File: src/rtl/trap_ctrl_pkg.sv
// trap_ctrl_pkg
// Shared definitions for the machine-mode interrupt sequencer:
//   - state_t               : sequencer state encoding
//   - MTVEC_MODE_VECTORED   : mtvec[1:0] code that selects vectored mode
//   - DEF_CAUSE_BASE        : mcause code reported for interrupt source 0
//   - mcause_int_bit()      : bit position of the mcause "interrupt" flag
package trap_ctrl_pkg;

    typedef enum logic [2:0] {
        ST_IDLE    = 3'd0,
        ST_DRAIN   = 3'd1,
        ST_ENTER   = 3'd2,
        ST_HANDLER = 3'd3,
        ST_EXIT    = 3'd4
    } state_t;

    localparam logic [1:0] MTVEC_MODE_VECTORED = 2'b01;

    localparam int DEF_CAUSE_BASE = 16;

    // The interrupt flag always lives in the MSB of mcause.
    function automatic int mcause_int_bit(input int xlen);
        return xlen - 1;
    endfunction

endpackage

File: src/rtl/trap_ctrl_prio_enc.sv
// prio_enc
// Fixed-priority encoder: the lowest set index of i_req wins.
// Ports:
//   i_req   in  N      request vector
//   o_valid out 1      at least one request is set
//   o_idx   out IDX_W  binary index of the winning request (0 when none)
module prio_enc
    import trap_ctrl_pkg::*;
#(
    parameter int N     = 6,
    parameter int IDX_W = (N > 1) ? $clog2(N) : 1
) (
    input  logic [N-1:0]     i_req,
    output logic             o_valid,
    output logic [IDX_W-1:0] o_idx
);

    // Scanning from the top down lets the lowest set index overwrite last.
    always_comb begin
        o_valid = |i_req;
        o_idx   = '0;
        for (int k = N - 1; k >= 0; k--) begin
            if (i_req[k]) begin
                o_idx = IDX_W'(k);
            end
        end
    end

endmodule

File: src/rtl/trap_ctrl.sv
// trap_ctrl
// Machine-mode interrupt sequencer. Latches rising edges of the external
// interrupt lines, picks the lowest-index enabled one, waits for an
// instruction boundary, redirects fetch to the trap vector and captures
// mepc/mcause/mtval. An mret retiring inside the handler redirects back
// to mepc. Only one trap is in service at a time.
// Ports:
//   i_CLK       clock, rising edge
//   i_RST       asynchronous active-high reset
//   i_MEI       interrupt request levels (synchronous to i_CLK)
//   i_MIE       per-source enable mask
//   i_MTVEC     trap base, [1:0]==2'b01 selects vectored mode
//   i_RETIRE    one instruction retires this cycle
//   i_PC        PC of the next instruction (valid with i_RETIRE)
//   i_INSTR     retiring instruction word (valid with i_RETIRE)
//   i_MRET      retiring instruction is mret (qualified by i_RETIRE)
//   o_REDIRECT  one-cycle PC redirect / flush
//   o_TARGET    redirect address
//   o_ACK       one-hot acknowledge of the serviced source
//   o_IN_TRAP   a handler is active
//   o_MEPC      captured return PC
//   o_MCAUSE    captured cause
//   o_MTVAL     captured instruction word
module trap_ctrl
    import trap_ctrl_pkg::*;
#(
    parameter int N_SRC      = 6,
    parameter int XLEN       = 32,
    parameter int CAUSE_BASE = DEF_CAUSE_BASE
) (
    input  logic             i_CLK,
    input  logic             i_RST,
    input  logic [N_SRC-1:0] i_MEI,
    input  logic [N_SRC-1:0] i_MIE,
    input  logic [XLEN-1:0]  i_MTVEC,
    input  logic             i_RETIRE,
    input  logic [XLEN-1:0]  i_PC,
    input  logic [XLEN-1:0]  i_INSTR,
    input  logic             i_MRET,
    output logic             o_REDIRECT,
    output logic [XLEN-1:0]  o_TARGET,
    output logic [N_SRC-1:0] o_ACK,
    output logic             o_IN_TRAP,
    output logic [XLEN-1:0]  o_MEPC,
    output logic [XLEN-1:0]  o_MCAUSE,
    output logic [XLEN-1:0]  o_MTVAL
);

    localparam int IDX_W   = (N_SRC > 1) ? $clog2(N_SRC) : 1;
    localparam int IRQ_BIT = mcause_int_bit(XLEN);

    state_t             state_q, state_d;
    logic [N_SRC-1:0]   mei_q;
    logic [N_SRC-1:0]   pend_q, pend_d;
    logic               redirect_q, redirect_d;
    logic [XLEN-1:0]    target_q, target_d;
    logic [N_SRC-1:0]   ack_q, ack_d;
    logic               in_trap_q, in_trap_d;
    logic [XLEN-1:0]    mepc_q, mepc_d;
    logic [XLEN-1:0]    mcause_q, mcause_d;
    logic [XLEN-1:0]    mtval_q, mtval_d;

    logic [N_SRC-1:0]   rise;
    logic [N_SRC-1:0]   elig;
    logic [N_SRC-1:0]   clr;
    logic               enc_valid;
    logic [IDX_W-1:0]   enc_idx;
    logic [XLEN-1:0]    cause_code;
    logic [XLEN-1:0]    vec_base;
    logic [XLEN-1:0]    entry_target;

    prio_enc #(
        .N     (N_SRC),
        .IDX_W (IDX_W)
    ) u_prio_enc (
        .i_req   (elig),
        .o_valid (enc_valid),
        .o_idx   (enc_idx)
    );

    // Edge detection, eligibility and entry-address arithmetic. The ack
    // register is one-hot on the serviced source during ENTER, so it doubles
    // as the pending-clear mask; OR-ing new edges in afterwards lets a fresh
    // edge survive a same-cycle clear.
    always_comb begin
        rise         = i_MEI & ~mei_q;
        elig         = pend_q & i_MIE;
        clr          = (state_q == ST_ENTER) ? ack_q : '0;
        cause_code   = XLEN'(CAUSE_BASE) + XLEN'(enc_idx);
        vec_base     = {i_MTVEC[XLEN-1:2], 2'b00};
        entry_target = (i_MTVEC[1:0] == MTVEC_MODE_VECTORED)
                       ? vec_base + (cause_code << 2)
                       : vec_base;
    end

    // Next-state logic. Redirect, target and ack are computed one cycle ahead
    // so that their registered copies are high exactly while the state is
    // ENTER or EXIT.
    always_comb begin
        state_d    = state_q;
        pend_d     = (pend_q & ~clr) | rise;
        redirect_d = 1'b0;
        target_d   = '0;
        ack_d      = '0;
        mepc_d     = mepc_q;
        mcause_d   = mcause_q;
        mtval_d    = mtval_q;

        case (state_q)
            ST_IDLE: begin
                if (enc_valid) begin
                    state_d = ST_DRAIN;
                end
            end
            ST_DRAIN: begin
                if (!enc_valid) begin
                    state_d = ST_IDLE;
                end else if (i_RETIRE) begin
                    state_d    = ST_ENTER;
                    redirect_d = 1'b1;
                    target_d   = entry_target;
                    ack_d      = N_SRC'(1) << enc_idx;
                    mepc_d     = i_PC;
                    mtval_d    = i_INSTR;
                    mcause_d   = cause_code | (XLEN'(1) << IRQ_BIT);
                end
            end
            ST_ENTER: begin
                state_d = ST_HANDLER;
            end
            ST_HANDLER: begin
                if (i_RETIRE && i_MRET) begin
                    state_d    = ST_EXIT;
                    redirect_d = 1'b1;
                    target_d   = mepc_q;
                end
            end
            ST_EXIT: begin
                state_d = ST_IDLE;
            end
            default: begin
                state_d = ST_IDLE;
            end
        endcase

        in_trap_d = (state_d == ST_HANDLER) || (state_d == ST_EXIT);
    end

    // All sequencer state and outputs are registered; reset drops every
    // output immediately, including any redirect in flight.
    always_ff @(posedge i_CLK or posedge i_RST) begin
        if (i_RST) begin
            state_q    <= ST_IDLE;
            mei_q      <= '0;
            pend_q     <= '0;
            redirect_q <= 1'b0;
            target_q   <= '0;
            ack_q      <= '0;
            in_trap_q  <= 1'b0;
            mepc_q     <= '0;
            mcause_q   <= '0;
            mtval_q    <= '0;
        end else begin
            state_q    <= state_d;
            mei_q      <= i_MEI;
            pend_q     <= pend_d;
            redirect_q <= redirect_d;
            target_q   <= target_d;
            ack_q      <= ack_d;
            in_trap_q  <= in_trap_d;
            mepc_q     <= mepc_d;
            mcause_q   <= mcause_d;
            mtval_q    <= mtval_d;
        end
    end

    assign o_REDIRECT = redirect_q;
    assign o_TARGET   = target_q;
    assign o_ACK      = ack_q;
    assign o_IN_TRAP  = in_trap_q;
    assign o_MEPC     = mepc_q;
    assign o_MCAUSE   = mcause_q;
    assign o_MTVAL    = mtval_q;

endmodule

File: config.mk
export PLATFORM = sky130hd
export DESIGN_NAME = trap_ctrl
export DESIGN_NICKNAME = d
export VERILOG_FILES = /design/src/rtl/trap_ctrl_pkg.sv /design/src/rtl/trap_ctrl_prio_enc.sv /design/src/rtl/trap_ctrl.sv
export SDC_FILE = /design/constraint.sdc
export NUM_CORES = 1
export LEC_CHECK = 0
export CORE_MARGIN = 4
export CORE_UTILIZATION = 45
export DETAILED_ROUTE_END_ITERATION = 6
export PLACE_DENSITY = 0.86
export SKIP_LAST_GASP = 1
export SYNTH_ARGS = -nofsm -noshare
export SYNTH_HDL_FRONTEND = slang
export SYNTH_SLANG_ARGS = --single-unit
File: constraint.sdc
create_clock -name i_CLK -period 6.83 [get_ports i_CLK]
set_input_delay 1.0245 -clock i_CLK [delete_from_list [all_inputs] [get_ports i_CLK]]
set_output_delay 1.0245 -clock i_CLK [all_outputs]
set_load 0.05 [all_outputs]
======== Word level (Yosys, flattened, before mapping) ========
Index checks and enable logic that the tools add are counted.
word-level totals
  input bits .............................. 112
  output and inout port bits .............. 136
  register bits after elaboration ......... 151
  logic and storage cells ................. 54
cells by class
  mux-type cells .......................... 24
  shift-type cells ........................ 1
  bitwise logic cells ..................... 6
  eq/ne operators ......................... 6
  reductions and logical operators ........ 5
  add/sub/neg operators ................... 2
operators with widths
  cell                                                 number
  two-way mux 32 bit                                   4
  case mux 32 bit (2 select lines)                     1
  adder 32 x 8 -> 32 bit                               1
  two-way mux 3 bit                                    10
  two-way mux 6 bit                                    4
  bitwise AND 6 bit                                    3
  NOT 6 bit                                            2
  case mux 3 bit (4 select lines)                      1
  equality test 3 x 2 -> 1 bit, second input constant  3
  adder 5 x 3 -> 6 bit, first input constant           1
  OR 6 bit                                             1
  OR reduction 6 bit                                   1
  left shift 1 x 3 -> 6 bit, first input constant      1
  equality test 3 x 1 -> 1 bit, second input constant  1
  equality test 3 bit, second input constant           1
  logical NOT 3 bit                                    1
  two-way mux 1 bit                                    3
  AND reduction 3 bit                                  1
  equality test 2 x 1 -> 1 bit, second input constant  1
  case mux 1 bit (2 select lines)                      1
  logical AND 1 bit                                    1
  logical OR 1 bit                                     1

======== Depth between registers and ports, before layout ========
  depth in word-level cells ............... 13
  depth in mapped cells ................... 13
  mapped depth without buffers ............ 13

======== Hierarchy ========
Synthesis repeated with hierarchy kept, for this count alone.
second synthesis, totals
  cells, all modules ...................... 458
  area, all modules ....................... 5436.5 um2
modules (own cells, without submodules)
  module     area an instance (um2)  instances  cells an instance
  trap_ctrl  5383.9                  1          448
  prio_enc   52.6                    1          10

======== Worst setup path before layout ========
Ideal clock, no wire load.
  kind .................................... in2reg
  start point ............................. input port i_MIE[4]
  end point ............................... register target_q[26], in the netlist o_TARGET[26]
  path slack .............................. 3.638 ns
  arrival ................................. 3.068 ns
  stages .................................. 13
  required time ........................... 6.706 ns
  path buffers ............................ 0
  library setup time ...................... 0.124 ns
  cell sequence ........................... nand2_1 > a32oi_1 > a21oi_1 > o21ai_0 > inv_1 > ha_1 > inv_1 > fa_1 > nor2b_1 > o21ai_2 > a211oi_2 > a21oi_1 > a211o_1
on the way
  longest elaborated chain between the ends .. 12
  elaborated cells on any way between the ends .. 13
ends and longest elaborated chain
  element                           line                      source
  start, declared                   trap_ctrl.sv:34           input logic [N_SRC-1:0] i_MIE,
  bitwise AND 6 bit                 trap_ctrl.sv:87           elig = pend_q & i_MIE;
  two-way mux 3 bit (5 in series)   trap_ctrl_prio_enc.sv:23  if (i_req[k]) begin
  adder 5 x 3 -> 6 bit              trap_ctrl.sv:89           cause_code = XLEN'(CAUSE_BASE) + XLEN'(enc_idx);
  via cause_code[0]                 trap_ctrl.sv:68           logic [XLEN-1:0] cause_code;
  adder 32 x 8 -> 32 bit            trap_ctrl.sv:92           ? vec_base + (cause_code << 2)
  two-way mux 32 bit                trap_ctrl.sv:92
  two-way mux 32 bit                trap_ctrl.sv:118          end else if (i_RETIRE) begin
  two-way mux 32 bit                trap_ctrl.sv:116          if (!enc_valid) begin
  case mux 32 bit (2 select lines)  trap_ctrl.sv:109          case (state_q)
  via target_d[26]                  trap_ctrl.sv:56           logic [XLEN-1:0] target_q, target_d;
  end signal, assigned              trap_ctrl.sv:168          target_q <= target_d;
  end, declared                     trap_ctrl.sv:56
The timed path passes the listed nets, and every way through them passes these cells.
A chain may end at the register's enable or synchronous reset.

======== Worst setup path in the final report ========
Ends and elaborated chain as after synthesis.

==> summary.log <==
INFO  placed_design  dpl.cell_count=950
INFO  timing         worst_hold_slack=414ps
INFO  placed_design  port_buffers=220
INFO  route          drt-wirelength-per-cell=16.2um
INFO  timing         layout_min_cycle_time=3630ps
INFO  final_layout   layout-drive-gt1-share=5.63%
INFO  critical_path  r2r.worst_path.cells=13
INFO  timing         setup_total_negative_slack=0ps
INFO  floorplan      design.core.area=12000um^2
INFO  clocking       cts_root_buffer=clkbuf_16
INFO  synthesis      syn_inst_count=606
INFO  pwr            power-per-cell-area=457nW/um^2
INFO  critical_path  critPathMaxFanout=5
INFO  floorplan      full_die_area=14100um^2
INFO  clocking       post_cts_buffers=0
INFO  synthesis      post_synth_xor_area_fraction=3.96%
INFO  synthesis      postSynth.asyncResetShare=100%
INFO  critical_path  worst-setup-path-type=input port to flop
INFO  synthesis      synth_sequential_area_ratio=55.7%
INFO  floorplan      floorplan.initialDensity=46.0%
INFO  synthesis      post_synth.cell_area_avg=9.13um^2
INFO  grt            first_global_vias=4842
INFO  placed_design  dpl_cell_area=7750um^2
INFO  synthesis      post_synthesis_compound_gate_area_fraction=8.14%
INFO  floorplan      placement_rows=40
INFO  final_layout   multi_input_comb_area=2210um^2
INFO  synthesis      netlist_top_cells_area=dfrtp_1, nand2_1, buf_4, o21ai_0, xor2_1
INFO  critical_path  regToRegEndpoint=o_TARGET[26]$_DFF_PP0_
INFO  clocking       cts-root-to-sink-buffers=2
INFO  synthesis      synth_top_area_cell=dfrtp_1
INFO  clocking       maximum_level_of_the_cts_h_tree=4
INFO  clocking       tritoncts.num_buffers=17
INFO  placed_design  gp_congestion=0.847
INFO  synthesis      synth.top_cell.area_share=55.7%
INFO  timing         final_number_of_max_transition_violations=0
INFO  floorplan      die_width=119um
INFO  final_layout   finalCoreUtilization=69.5%
INFO  timing         hold_violations=0
INFO  clocking       tritoncts_clock_tree=built
INFO  final_layout   finalNetCount=938
INFO  route          routed_wirelength=15900um
INFO  route          drcViolationCount=0
INFO  synthesis      synth_top_family_by_area=simple AND/OR/NAND/NOR gates
INFO  final_layout   area.growth.synth_to_final=51.0%
INFO  grt            globalRoute.totalOverflow=0
INFO  flow_run       cap_viol_max_count=0
INFO  pwr            power_leakage=3.85nW
INFO  timing         finalCritPeriodShare=53.1%
INFO  synthesis      yosys_warnings=0
INFO  synthesis      yosys_most_used_dff=dfrtp_1
INFO  critical_path  crit_path_start=i_MIE[4]
INFO  run_status     status=finished clean
INFO  synthesis      synthMuxAreaShare=0.181%
INFO  clocking       clk_transition_reported_paths=50ps
INFO  final_layout   ant_diodes=0
INFO  synthesis      synth.cells.most_frequent=nand2_1, dfrtp_1, o21ai_0, buf_4, clkbuf_1
INFO  final_layout   seqCellArea=3080um^2
INFO  critical_path  timing.critical_path.to_type=flop
INFO  final_layout   final_design_area_no_fill=8350um^2
INFO  critical_path  cp_data_required_time=7130ps
INFO  synthesis      synthAdderAreaFrac=1.04%
INFO  route          vias_per_cell=4.93
INFO  critical_path  r2r_start=pend_q[4]$_DFF_PP0_
INFO  synthesis      most_used_standard_cell_by_instance_count_after_synthesis=nand2_1
INFO  route          drt_iter0_drc=353
INFO  final_layout   final_cell_count_no_fill=982
INFO  clocking       holdBufCountCts=0
INFO  synthesis      synth_simple_gate_area_share=24.2%
INFO  pwr            worst_ir_drop_vdd=0.278mV
INFO  synthesis      synth.lib_cells_used.distinct=48
INFO  timing         timing.fmax=275MHz
INFO  synthesis      synth_area=5530um^2
INFO  floorplan      ioPinCount=248
INFO  route          num_vias=4840
INFO  timing         rsz0062_at_grt=no
INFO  worst_hold_path timing.hold.worst.start=mei_q[5]$_DFF_PP0_
INFO  grt            track_usage=22.4%
INFO  critical_path  worst_setup_path_endpoint=o_TARGET[26]$_DFF_PP0_
INFO  timing         finalClockSkew=12.5ps
INFO  route          drt_pre_antenna_iters=4
INFO  synthesis      synth_seq_cells=123
INFO  pwr            power=3.82mW
INFO  timing         worst_slew_margin_rel=30.3%
INFO  critical_path  worst-endpoint-arrival=3930ps
INFO  synthesis      synth_edf_count=0
INFO  clocking       cts_resized=0
INFO  final_layout   filler_cell_count=965
INFO  placed_design  final_hpwl_dp=11400um
INFO  grt            grt_max_degree=100
INFO  timing         setup_viol_count_final=0
INFO  grt            antenna_found_initial=0
INFO  clocking       clock_insertion_delay_worst_skew=420ps
INFO  worst_hold_path hold_class=flop to flop
INFO  route          final_antenna_net_count=0
INFO  grt            grt_pass1_wl=25100um
INFO  critical_path  rrSetupSlack=3830ps
INFO  placed_design  pre_cts_slack=2840ps
INFO  critical_path  crit_path_start_kind=input port
INFO  timing         worst_pin_slew=1050ps
INFO  timing         least_setup_slack_across_all_paths_after_layout=3200ps
INFO  clocking       clock_sink_count=123
INFO  floorplan      die_y=119um
==> cells by family after synthesis <==
group                    count (synthesis)
AND/OR/NAND/NOR                        316
flip-flops                             123
AO/OA/AOI/OAI                           69
buffers and inverters                   67
XOR/XNOR                                25
adder cells (fa/ha/maj)                  4
other                                    1
multiplexers                             1
==> metal layers <==
| layer | vias up | global-route usage [%] | part of all wire (%) |
|---|---|---|---|
| met1 | 2308 | 27.3 | 41 |
| met4 | 0 | 8.11 | 2.0 |
| met3 | 28 | 6.55 | 5.7 |
| met5 | - | 0 | 0 |
| met2 | 162 | 37.9 | 51 |
| li1 | 2342 | - | - |
==> placed cells by master, fill, tap and decap left out, types with 7 or more instances in the layout <==
| cell | n |
|---|---|
| clkbuf_16 | 17 |
| inv_1 | 14 |
| o21ai_0 | 31 |
| and3_1 | 7 |
| dfrtp_1 | 123 |
| nand4_1 | 7 |
| xor2_1 | 13 |
| clkbuf_8 | 8 |
| nor2_1 | 13 |
| o21ai_1 | 8 |
| xnor2_1 | 12 |
| nand2_1 | 251 |
| nand3_1 | 11 |
| clkdlybuf4s50_1 | 220 |
| a21oi_1 | 8 |
| conb_1 | 27 |
==> layout make-up <==
cell class	instances	share of cell area [%]
flip-flops and latches	123	36.9
well taps	147	2.20
repair buffers	223	26.6
multi-input cells	442	26.4
clock inverters	5	0.644
clock buffers	27	6.50
inverters	15	0.704
==> state kept, by name, summed over array words and instances, names as in the netlist <==
| signal | count |
|---|---|
| state_q | 3 |
| o_IN_TRAP | 1 |
| pend_q | 6 |
| mei_q | 6 |
| o_MCAUSE | 4 |
| o_ACK | 6 |
| o_MEPC | 32 |
| o_MTVAL | 32 |
| o_TARGET | 32 |
| o_REDIRECT | 1 |
==> worst min path at each step <==
| stage | end | cells after the start |
|---|---|---|
| global route | pend_q[4]$_DFF_PP0_ | 1 |
| finish | pend_q[5]$_DFF_PP0_ | 1 |
| CTS | pend_q[5]$_DFF_PP0_ | 1 |
| detailed placement | pend_q[0]$_DFF_PP0_ | 1 |
| global placement | pend_q[3]$_DFF_PP0_ | 1 |
| floorplan | pend_q[0]$_DFF_PP0_ | 1 |
==> critical path: stages <==
cell             delay (ps)
clkdlybuf4s50_1         420
nand2_1                  60
a32oi_1                  90
a21oi_1                 180
o21ai_0                 190
inv_1                   160
ha_1                    220
inv_1                    70
fa_1                    370
nor2b_1                 230
o21ai_2                 180
a211oi_2                330
a21oi_1                 120
a211o_1                 270
==> where the power goes <==
| part | internal, mW | switching, mW |
|---|---|---|
| registers | 0.969 | 0.147 |
| logic | 0.557 | 1.26 |
| clock network | 0.577 | 0.308 |
Note: power is estimated with default switching activity, not from simulation.
